`config.mk`:
```
export PLATFORM = sky130hd
export DESIGN_NAME = ir_queue
export DESIGN_NICKNAME = d
export VERILOG_FILES = /design/src/rtl/ir_pkg.sv /design/src/rtl/ir_queue_mem.sv /design/src/rtl/ir_queue.sv
export SDC_FILE = /design/constraint.sdc
export NUM_CORES = 1
export LEC_CHECK = 0
export BUFFER_PORTS_ARGS = -buffer_cell sky130_fd_sc_hd__buf_2
export CAP_MARGIN = 10
export CORE_ASPECT_RATIO = 0.7
export CORE_MARGIN = 3
export CORE_UTILIZATION = 60
export CTS_BUF_LIST = sky130_fd_sc_hd__clkbuf_4
export CTS_CLUSTER_SIZE = 10
export DETAILED_ROUTE_END_ITERATION = 8
export PLACE_DENSITY = 0.82
export RECOVER_POWER = 100
export SLEW_MARGIN = 40
export SYNTH_ARGS = -nofsm -noshare
export SYNTH_HDL_FRONTEND = slang
export SYNTH_SLANG_ARGS = --single-unit
```
`constraint.sdc`:
```
create_clock -name clk -period 4.27 [get_ports clk]
set_clock_uncertainty 0.1 [all_clocks]
set_input_delay 0.427 -clock clk [delete_from_list [all_inputs] [get_ports clk]]
set_output_delay 0.427 -clock clk [all_outputs]
set_load 0.005 [all_outputs]
```
`src/rtl/ir_pkg.sv`:
```
// Shared types and defaults for the instruction register queue.
package ir_pkg;

    localparam int IR_DATA_W = 32;
    localparam int IR_PC_W   = 32;
    localparam int IR_DEPTH  = 4;

    localparam logic [IR_DATA_W-1:0] IR_NOP = 32'h0000_0000;

    typedef struct packed {
        logic [IR_PC_W-1:0]   pc;
        logic [IR_DATA_W-1:0] instr;
    } ir_entry_t;

endpackage

```
`src/rtl/ir_queue_mem.sv`:
```
// DEPTH-entry register array: one synchronous write port, one asynchronous read port.
// Contents are deliberately never reset; the queue masks stale entries at its outputs.
module ir_queue_mem #(
    parameter int WIDTH = 64,
    parameter int DEPTH = 4,
    parameter int AW    = $clog2(DEPTH)
) (
    input  logic             clk,
    input  logic             we,
    input  logic [AW-1:0]    waddr,
    input  logic [WIDTH-1:0] wdata,
    input  logic [AW-1:0]    raddr,
    output logic [WIDTH-1:0] rdata
);

    logic [WIDTH-1:0] mem_reg [DEPTH];

    always_ff @(posedge clk) begin
        if (we) begin
            mem_reg[waddr] <= wdata;
        end
    end

    assign rdata = mem_reg[raddr];

endmodule

```
`src/rtl/ir_queue.sv`:
```
// Instruction register queue: DEPTH-deep FIFO of {pc, instr} with flush.
// Optional same-cycle empty-queue bypass when IR_QUEUE_BYPASS_EN is defined.
module ir_queue
    import ir_pkg::*;
#(
    parameter int DATA_W = IR_DATA_W,
    parameter int PC_W   = IR_PC_W,
    parameter int DEPTH  = IR_DEPTH
) (
    input  logic                    clk,
    input  logic                    rst_n,
    input  logic                    wr_valid,
    output logic                    wr_ready,
    input  logic [DATA_W-1:0]       wr_data,
    input  logic [PC_W-1:0]         wr_pc,
    output logic                    rd_valid,
    input  logic                    rd_ready,
    output logic [DATA_W-1:0]       rd_data,
    output logic [PC_W-1:0]         rd_pc,
    input  logic                    flush,
    output logic [$clog2(DEPTH):0]  count
);

    localparam int AW = $clog2(DEPTH);
    localparam int PW = AW + 1;
    localparam int EW = DATA_W + PC_W;

    logic [PW-1:0] wptr_reg, wptr_next;
    logic [PW-1:0] rptr_reg, rptr_next;
    logic          empty, full;
    logic          push, pop;
    logic          bypass_show, bypass_take;
    logic [EW-1:0] head_entry;

    assign empty = (wptr_reg == rptr_reg);
    assign full  = (wptr_reg[AW] != rptr_reg[AW]) &&
                   (wptr_reg[AW-1:0] == rptr_reg[AW-1:0]);
    assign count = wptr_reg - rptr_reg;

`ifdef IR_QUEUE_BYPASS_EN
    assign bypass_show = empty && !flush && wr_valid;
`else
    assign bypass_show = 1'b0;
`endif

    assign wr_ready    = !full && !flush;
    assign rd_valid    = (!empty && !flush) || bypass_show;
    assign bypass_take = bypass_show && rd_ready;
    assign pop         = !empty && !flush && rd_ready;
    // A word consumed straight through the bypass never touches the array.
    assign push        = wr_valid && wr_ready && !bypass_take;

    ir_queue_mem #(
        .WIDTH (EW),
        .DEPTH (DEPTH),
        .AW    (AW)
    ) u_mem (
        .clk   (clk),
        .we    (push),
        .waddr (wptr_reg[AW-1:0]),
        .wdata ({wr_pc, wr_data}),
        .raddr (rptr_reg[AW-1:0]),
        .rdata (head_entry)
    );

    always_comb begin
        rd_data = DATA_W'(IR_NOP);
        rd_pc   = '0;
        if (bypass_show) begin
            rd_data = wr_data;
            rd_pc   = wr_pc;
        end else if (rd_valid) begin
            rd_data = head_entry[DATA_W-1:0];
            rd_pc   = head_entry[EW-1:DATA_W];
        end
    end

    always_comb begin
        wptr_next = wptr_reg;
        rptr_next = rptr_reg;
        if (flush) begin
            wptr_next = '0;
            rptr_next = '0;
        end else begin
            if (push) begin
                wptr_next = wptr_reg + PW'(1);
            end
            if (pop) begin
                rptr_next = rptr_reg + PW'(1);
            end
        end
    end

    always_ff @(posedge clk or negedge rst_n) begin
        if (!rst_n) begin
            wptr_reg <= '0;
            rptr_reg <= '0;
        end else begin
            wptr_reg <= wptr_next;
            rptr_reg <= rptr_next;
        end
    end

endmodule

```
* Yosys cells after proc, flatten, opt, wreduce, memory -nomap -nowiden *
Memory sizes are Yosys's and may differ from the RTL's.
Index checks and enable logic that the tools add are counted.

word-level totals
  register bits after elaboration = 6
  memory bits (writable) = 256
  input bits = 69
  output and inout bits = 69
  word-level logic and storage cells = 27
  memories kept = 1

memories
  name           depth  bits a word  rd ports  clocked after memory_dff  wr ports  line                source
  u_mem.mem_reg  4      64           1         0                         1         ir_queue_mem.sv:16  logic [WIDTH-1:0] mem_reg [DEPTH];

operators by class
  $add $sub $neg = 3
  equal/unequal tests = 3
  mux-type cells = 8
  reduce and logical (&&, ||, !) cells = 10

operator list
  kind                                                            count
  32-bit 2-to-1 mux                                               2
  3-bit 2-to-1 mux                                                4
  3-bit by 1-bit adder with 3-bit output (second input constant)  2
  1-bit logical AND                                               5
  2-bit nonzero test                                              2
  3-bit == test                                                   1
  1-bit logical NOT                                               3
  3-bit subtractor                                                1
  2-bit == test                                                   1
  1-bit 2-to-1 mux                                                2
  1-bit inequality test                                           1

* Depth between registers and ports, before layout *
  depth after elaboration = 7
  mapped depth = 9
  gate-level depth less buffers = 5

* By module *
A second synthesis with hierarchy kept.

unflattened totals
  cells, all modules = 466
  area total of the unflattened synthesis = 10331.2 sq um

by module, submodules not included
  module        instances  cells an instance  area each (sq um)  seq. area each (sq um)
  ir_queue_mem  1          338                9341.5             7687.4
  ir_queue      1          128                989.7              150.1

* Worst setup path after synthesis *
OpenSTA, ideal clock, no wires.

  path kind = register to register
  start = reg rptr_reg[1]
  end = mem u_mem.mem_reg[0][0] (enable)
  library setup time = 429 ps
  arrival = 3249 ps
  data required time = 3741 ps
  path slack = 491 ps
  stages on the path, launching flop included = 8
  path buffers = 2
  clock period less this slack = 3779 ps
  cell sequence = dfrtp_1 -> buf_2 -> buf_2 -> inv_1 -> ha_1 -> and2_1 -> a21oi_1 -> and3_1

between the ends
  longest elaborated chain between the ends = 7

ends and longest elaborated chain
  element                                 line                source
  start: declaration                      ir_queue.sv:29      logic [PW-1:0] rptr_reg, rptr_next;
  start signal: assignment                ir_queue.sv:100     rptr_reg <= rptr_next;
  2-bit == test                           ir_queue.sv:37      (wptr_reg[AW-1:0] == rptr_reg[AW-1:0]);
  1-bit logical AND                       ir_queue.sv:36      assign full = (wptr_reg[AW] != rptr_reg[AW]) &&
  1-bit logical NOT                       ir_queue.sv:46      assign wr_ready = !full && !flush;
  1-bit logical AND                       ir_queue.sv:46
  named net wr_ready                      ir_queue.sv:13      output logic wr_ready,
  1-bit logical AND                       ir_queue.sv:51      assign push = wr_valid && wr_ready && !bypass_take;
  1-bit 2-to-1 mux                        ir_queue_mem.sv:19  if (we) begin
  1-bit 2-to-1 mux (not written as such)  ir_queue_mem.sv:20  mem_reg[waddr] <= wdata;
  end: declaration                        ir_queue_mem.sv:16

The timed path passes the listed nets, and every way through them passes these cells.

* Worst setup path after layout *
  start = reg rptr_reg[0]
  end = out rd_pc[23]

between the ends
  longest elaborated chain between the ends = 4
  elaborated cells between the ends (all ways) = 5
  those cells by class = eq/ne: 1; mux: 1; reduce/logical: 2; memory: 1

ends and longest elaborated chain
  element              line            source
  3-bit == test        ir_queue.sv:35  assign empty = (wptr_reg == rptr_reg);
  1-bit logical NOT    ir_queue.sv:47  assign rd_valid = (!empty && !flush) || bypass_show;
  1-bit logical AND    ir_queue.sv:47
  32-bit 2-to-1 mux *  ir_queue.sv:72  end else if (rd_valid) begin
  end: declaration     ir_queue.sv:19  output logic [PC_W-1:0] rd_pc,

Every way passes the cells marked *; elsewhere a longest branch is shown, timed or not.

==> impl_metrics.py <==
metrics = {
    "worst_setup_path": {
        "cp_common_cell": "clkbuf_2",
        "slowest_delay_ps": 640,
        "r2r_end": "u_mem.mem_reg[3][17]$_DFFE_PP_",
        "start_kind": "flop",
        "crit_start": "rptr_reg[0]$_DFFE_PN0P_",
        "crit_path_top_delay_cell": "dfrtp_4",
        "criticalPathCategory": "flop to primary output",
        "r2r-start": "rptr_reg[0]$_DFFE_PN0P_",
        "path_cells": "ha_1 -> and2_0 -> a21o_4 -> clkbuf_2 -> nor2b_1 -> clkbuf_2",
        "cp_max_fo": 22,
        "critical_path_buf_inv_count": 2,
        "cp-end-kind": "primary output",
        "cp.arrival_ps": 3240,
        "r2r_cells": 5,
        "ff2ff_setup_slack_ps": 670,
        "critPathRequiredTime_ps": 3740,
        "cp_top_family": "flip-flops",
    },
    "layout": {
        "largest_register_ffs": 256,
        "n_antenna_cell": 0,
        "fin_area_um2": 12500,
        "synthToLayoutAreaGrowth_pct": 19.4,
        "num-nets-final": 795,
        "fillers": 1034,
        "final_core_util_pct": 74.7,
        "drive_above_1_share_pct": 28.1,
    },
    "clock_network": {
        "clock_latency_ps": 640,
        "cts.path.max_buffers": 3,
        "htreeDepth": 2,
        "cts.sinks": 262,
        "cts_tree": "done",
        "cts_buffers": 57,
        "cts.repair.resized": 0,
        "clockRootBuffer": "clkbuf_4",
        "cts.clk_slew.worst_paths_ps": 70,
    },
    "yosys": {
        "ys_types": 35,
        "ys_warn_count": 0,
        "syn_area_um2": 10400,
        "syn_area_per_cell_um2": 22.1,
        "yosysSeqAreaShare_pct": 75.0,
        "ys_ff_latch": 262,
        "synth_fp_nets": 549,
        "synth_cells": 472,
    },
    "global_route": {
        "met2_usage_pct": 35.8,
        "grt_max_degree": 68,
        "grt_busiest_layer": "met2",
        "grt_first_pass_wirelength_um": 31600,
        "track_usage_pct": 22.0,
        "antenna_found_initial": 0,
        "gr-usage-met1_pct": 31.1,
        "use_met3_pct": 5.03,
        "grt_pass1_vias": 5820,
        "grt-ovfl-total": 0,
    },
    "die": {
        "initial_core_util_pct": 62.6,
        "num_io_pins": 138,
        "die_w_um": 164,
        "core_area_um2": 16700,
        "dieArea_um2": 19100,
        "num_rows": 39,
        "die-height_um": 116,
    },
    "timing": {
        "tns_ps": 0,
        "final-max-slew-violation-count": 0,
        "timing.slew.headroom_pct": 30.4,
        "rsz0062_at_grt": "false",
        "tightest_slew_ps": 1040,
        "min_period_over_period_pct": 88.3,
        "timing_hold_violations_final": 0,
        "max_freq_ghz": 0.265,
        "fin_crit_ps": 3770,
        "setup_viol": 0,
    },
    "routing": {
        "avgViaCountPerCell": 5.50,
        "drtIter0Drc": 428,
        "via_count": 5370,
        "wire_per_inst_um": 20.3,
        "wl_um": 19800,
        "dr.pass1.iters": 5,
        "ant_nets": 0,
        "drc": 0,
    },
    "pwr": {
        "finalPower_mw": 6.83,
        "p_leak_nw": 4.12,
        "vdd_drop_max_mv": 0.405,
        "powerDensity_nw_per_um2": 548,
    },
    "hold_path": {
        "min_path_type": "input pin to flop",
        "min_delay_path_depth": 3,
        "min_to": "wptr_reg[0]$_DFFE_PN0P_",
        "hold_start": "wr_valid",
    },
    "flow_run": {
        "maxCapViolations": 0,
    },
    "place": {
        "hpwlAfterDp_um": 11600,
        "gp_congestion": 0.853,
        "post_dp_cell_area_um2": 11400,
        "port_buffers": 137,
    },
    "run_status": {
        "status": "finished clean",
    },
}
## cells by family (layout without fill, tap and decap cells)
| logic type | Yosys count | count (layout) | share of synthesized area, % |
|---|---|---|---|
| and+or+nand+nor | 90 | 90 | 6.73 |
| buffers and inverters | 31 | 311 | 2.11 |
| muxes | 65 | 65 | 13.9 |
| DFF | 262 | 262 | 75.0 |
| xor gates and xnor gates | 3 | 3 | 0.324 |
| adders and majority gates | 8 | 8 | 1.03 |
| AOI/OAI and AO/OA | 13 | 13 | 0.851 |
## cell type report
class / instances / area (um2) / area share, %
well taps: 225 / 282 / 2.26
repair buffers: 212 / 1290 / 10.3
clock buffers: 77 / 578 / 4.63
inverters: 6 / 22.5 / 0.181
clock inverters: 16 / 63.8 / 0.512
multi-input cells: 179 / 2390 / 19.2
flip-flops and latches: 262 / 7850 / 62.9
## report_power, final
| part | switching (mW) | internal [mW] |
|---|---|---|
| clock | 0.877 | 0.828 |
| combinational | 1.01 | 0.940 |
| sequential | 0.0933 | 3.09 |
## placed cells by master (no fill, tap or decap), types with 2 or more instances in the layout
master and n:
nor3b_1 2, nand2_1 3, buf_6 2, dfrtp_1 4, nor2_1 3, nand3_1 5
nand4b_1 2, or4_1 2, o311ai_0 2, dlygate4sd3_1 66, inv_1 6, buf_2 20
dfrtp_4 2, a21oi_1 5, clkbuf_1 105, edfxtp_1 256, clkbuf_2 17, nor2b_4 18
inv_2 2, ha_1 7, clkinv_1 13, and3_4 3, a31oi_1 2, nor2b_1 47
mux4_2 64, clkbuf_4 77
## synthesized netlist by cell type
| library cell | instances | share of area, % |
|---|---|---|
| and2_1 | 1 | 0.060 |
| nand3b_1 | 1 | 0.072 |
| nand2_1 | 3 | 0.11 |
| buf_6 | 8 | 0.86 |
| a21o_1 | 1 | 0.072 |
| nand2b_1 | 1 | 0.060 |
| a211o_1 | 1 | 0.084 |
| inv_1 | 6 | 0.22 |
| and3_1 | 5 | 0.30 |
| fa_1 | 1 | 0.19 |
| a311oi_1 | 1 | 0.084 |
| mux2_2 | 1 | 0.11 |
| a21oi_1 | 5 | 0.24 |
| mux4_2 | 64 | 14 |
| buf_1 | 1 | 0.036 |
| buf_2 | 8 | 0.38 |
| xnor2_1 | 1 | 0.084 |
| dfrtp_1 | 6 | 1.4 |
| clkbuf_1 | 5 | 0.18 |
| a32oi_1 | 1 | 0.084 |
| edfxtp_1 | 256 | 74 |
| nor2b_4 | 20 | 2.6 |
| buf_12 | 2 | 0.38 |
| a31oi_1 | 2 | 0.12 |
| o311ai_0 | 2 | 0.17 |
| ha_1 | 7 | 0.84 |
| xor2_1 | 1 | 0.084 |
| nand4b_1 | 2 | 0.17 |
| or4_1 | 2 | 0.14 |
| clkbuf_2 | 1 | 0.048 |
| nor2_1 | 3 | 0.11 |
| nor2b_1 | 45 | 2.7 |
| nor3b_1 | 2 | 0.14 |
| nand3_1 | 5 | 0.24 |
| xnor2_2 | 1 | 0.16 |
## worst max path at each step
stage                                                 to  slack (ps)  cells past startpoint
after floorplan            u_mem.mem_reg[0][0]$_DFFE_PP_         490                      7
after global placement                         rd_pc[25]        1240                      4
after detailed placement  u_mem.mem_reg[0][21]$_DFFE_PP_        1270                      5
after CTS                                      rd_pc[23]         720                      6
after global routing                          rd_data[0]         320                      6
final                                          rd_pc[23]         500                      6
## worst reg2reg max path: stages (launching register included)
cell,delay (ps)
dfrtp_4,640
ha_1,420
and2_0,230
a21oi_1,340
and3_4,570
clkbuf_2,870
## layer usage
| metal | part of all wire [%] | routed length, um |
|---|---|---|
| met1 | 42 | 8300 |
| met4 | 1.4 | 284 |
| met2 | 50 | 9840 |
| met3 | 7.0 | 1390 |
| met5 | 0 | 0 |
## stage by stage
| step | hold slack (ps) | instances | worst slack [ps] |
|---|---|---|---|
| after global placement | 162 | 816 | 1240 |
| after detailed placement | 164 | 818 | 1270 |
| after CTS | 0.303 | 977 | 724 |
| final | 58.8 | 977 | 502 |
| after floorplan | 31.4 | 472 | 491 |
| after global routing | 47.2 | 977 | 324 |
## what timing repair did
item                      4_1_cts  5_1_grt
buffers inserted                0        0
hold buffers                   66        0
hold endpoints to repair      264        0
(Power assumes the default switching activity.)
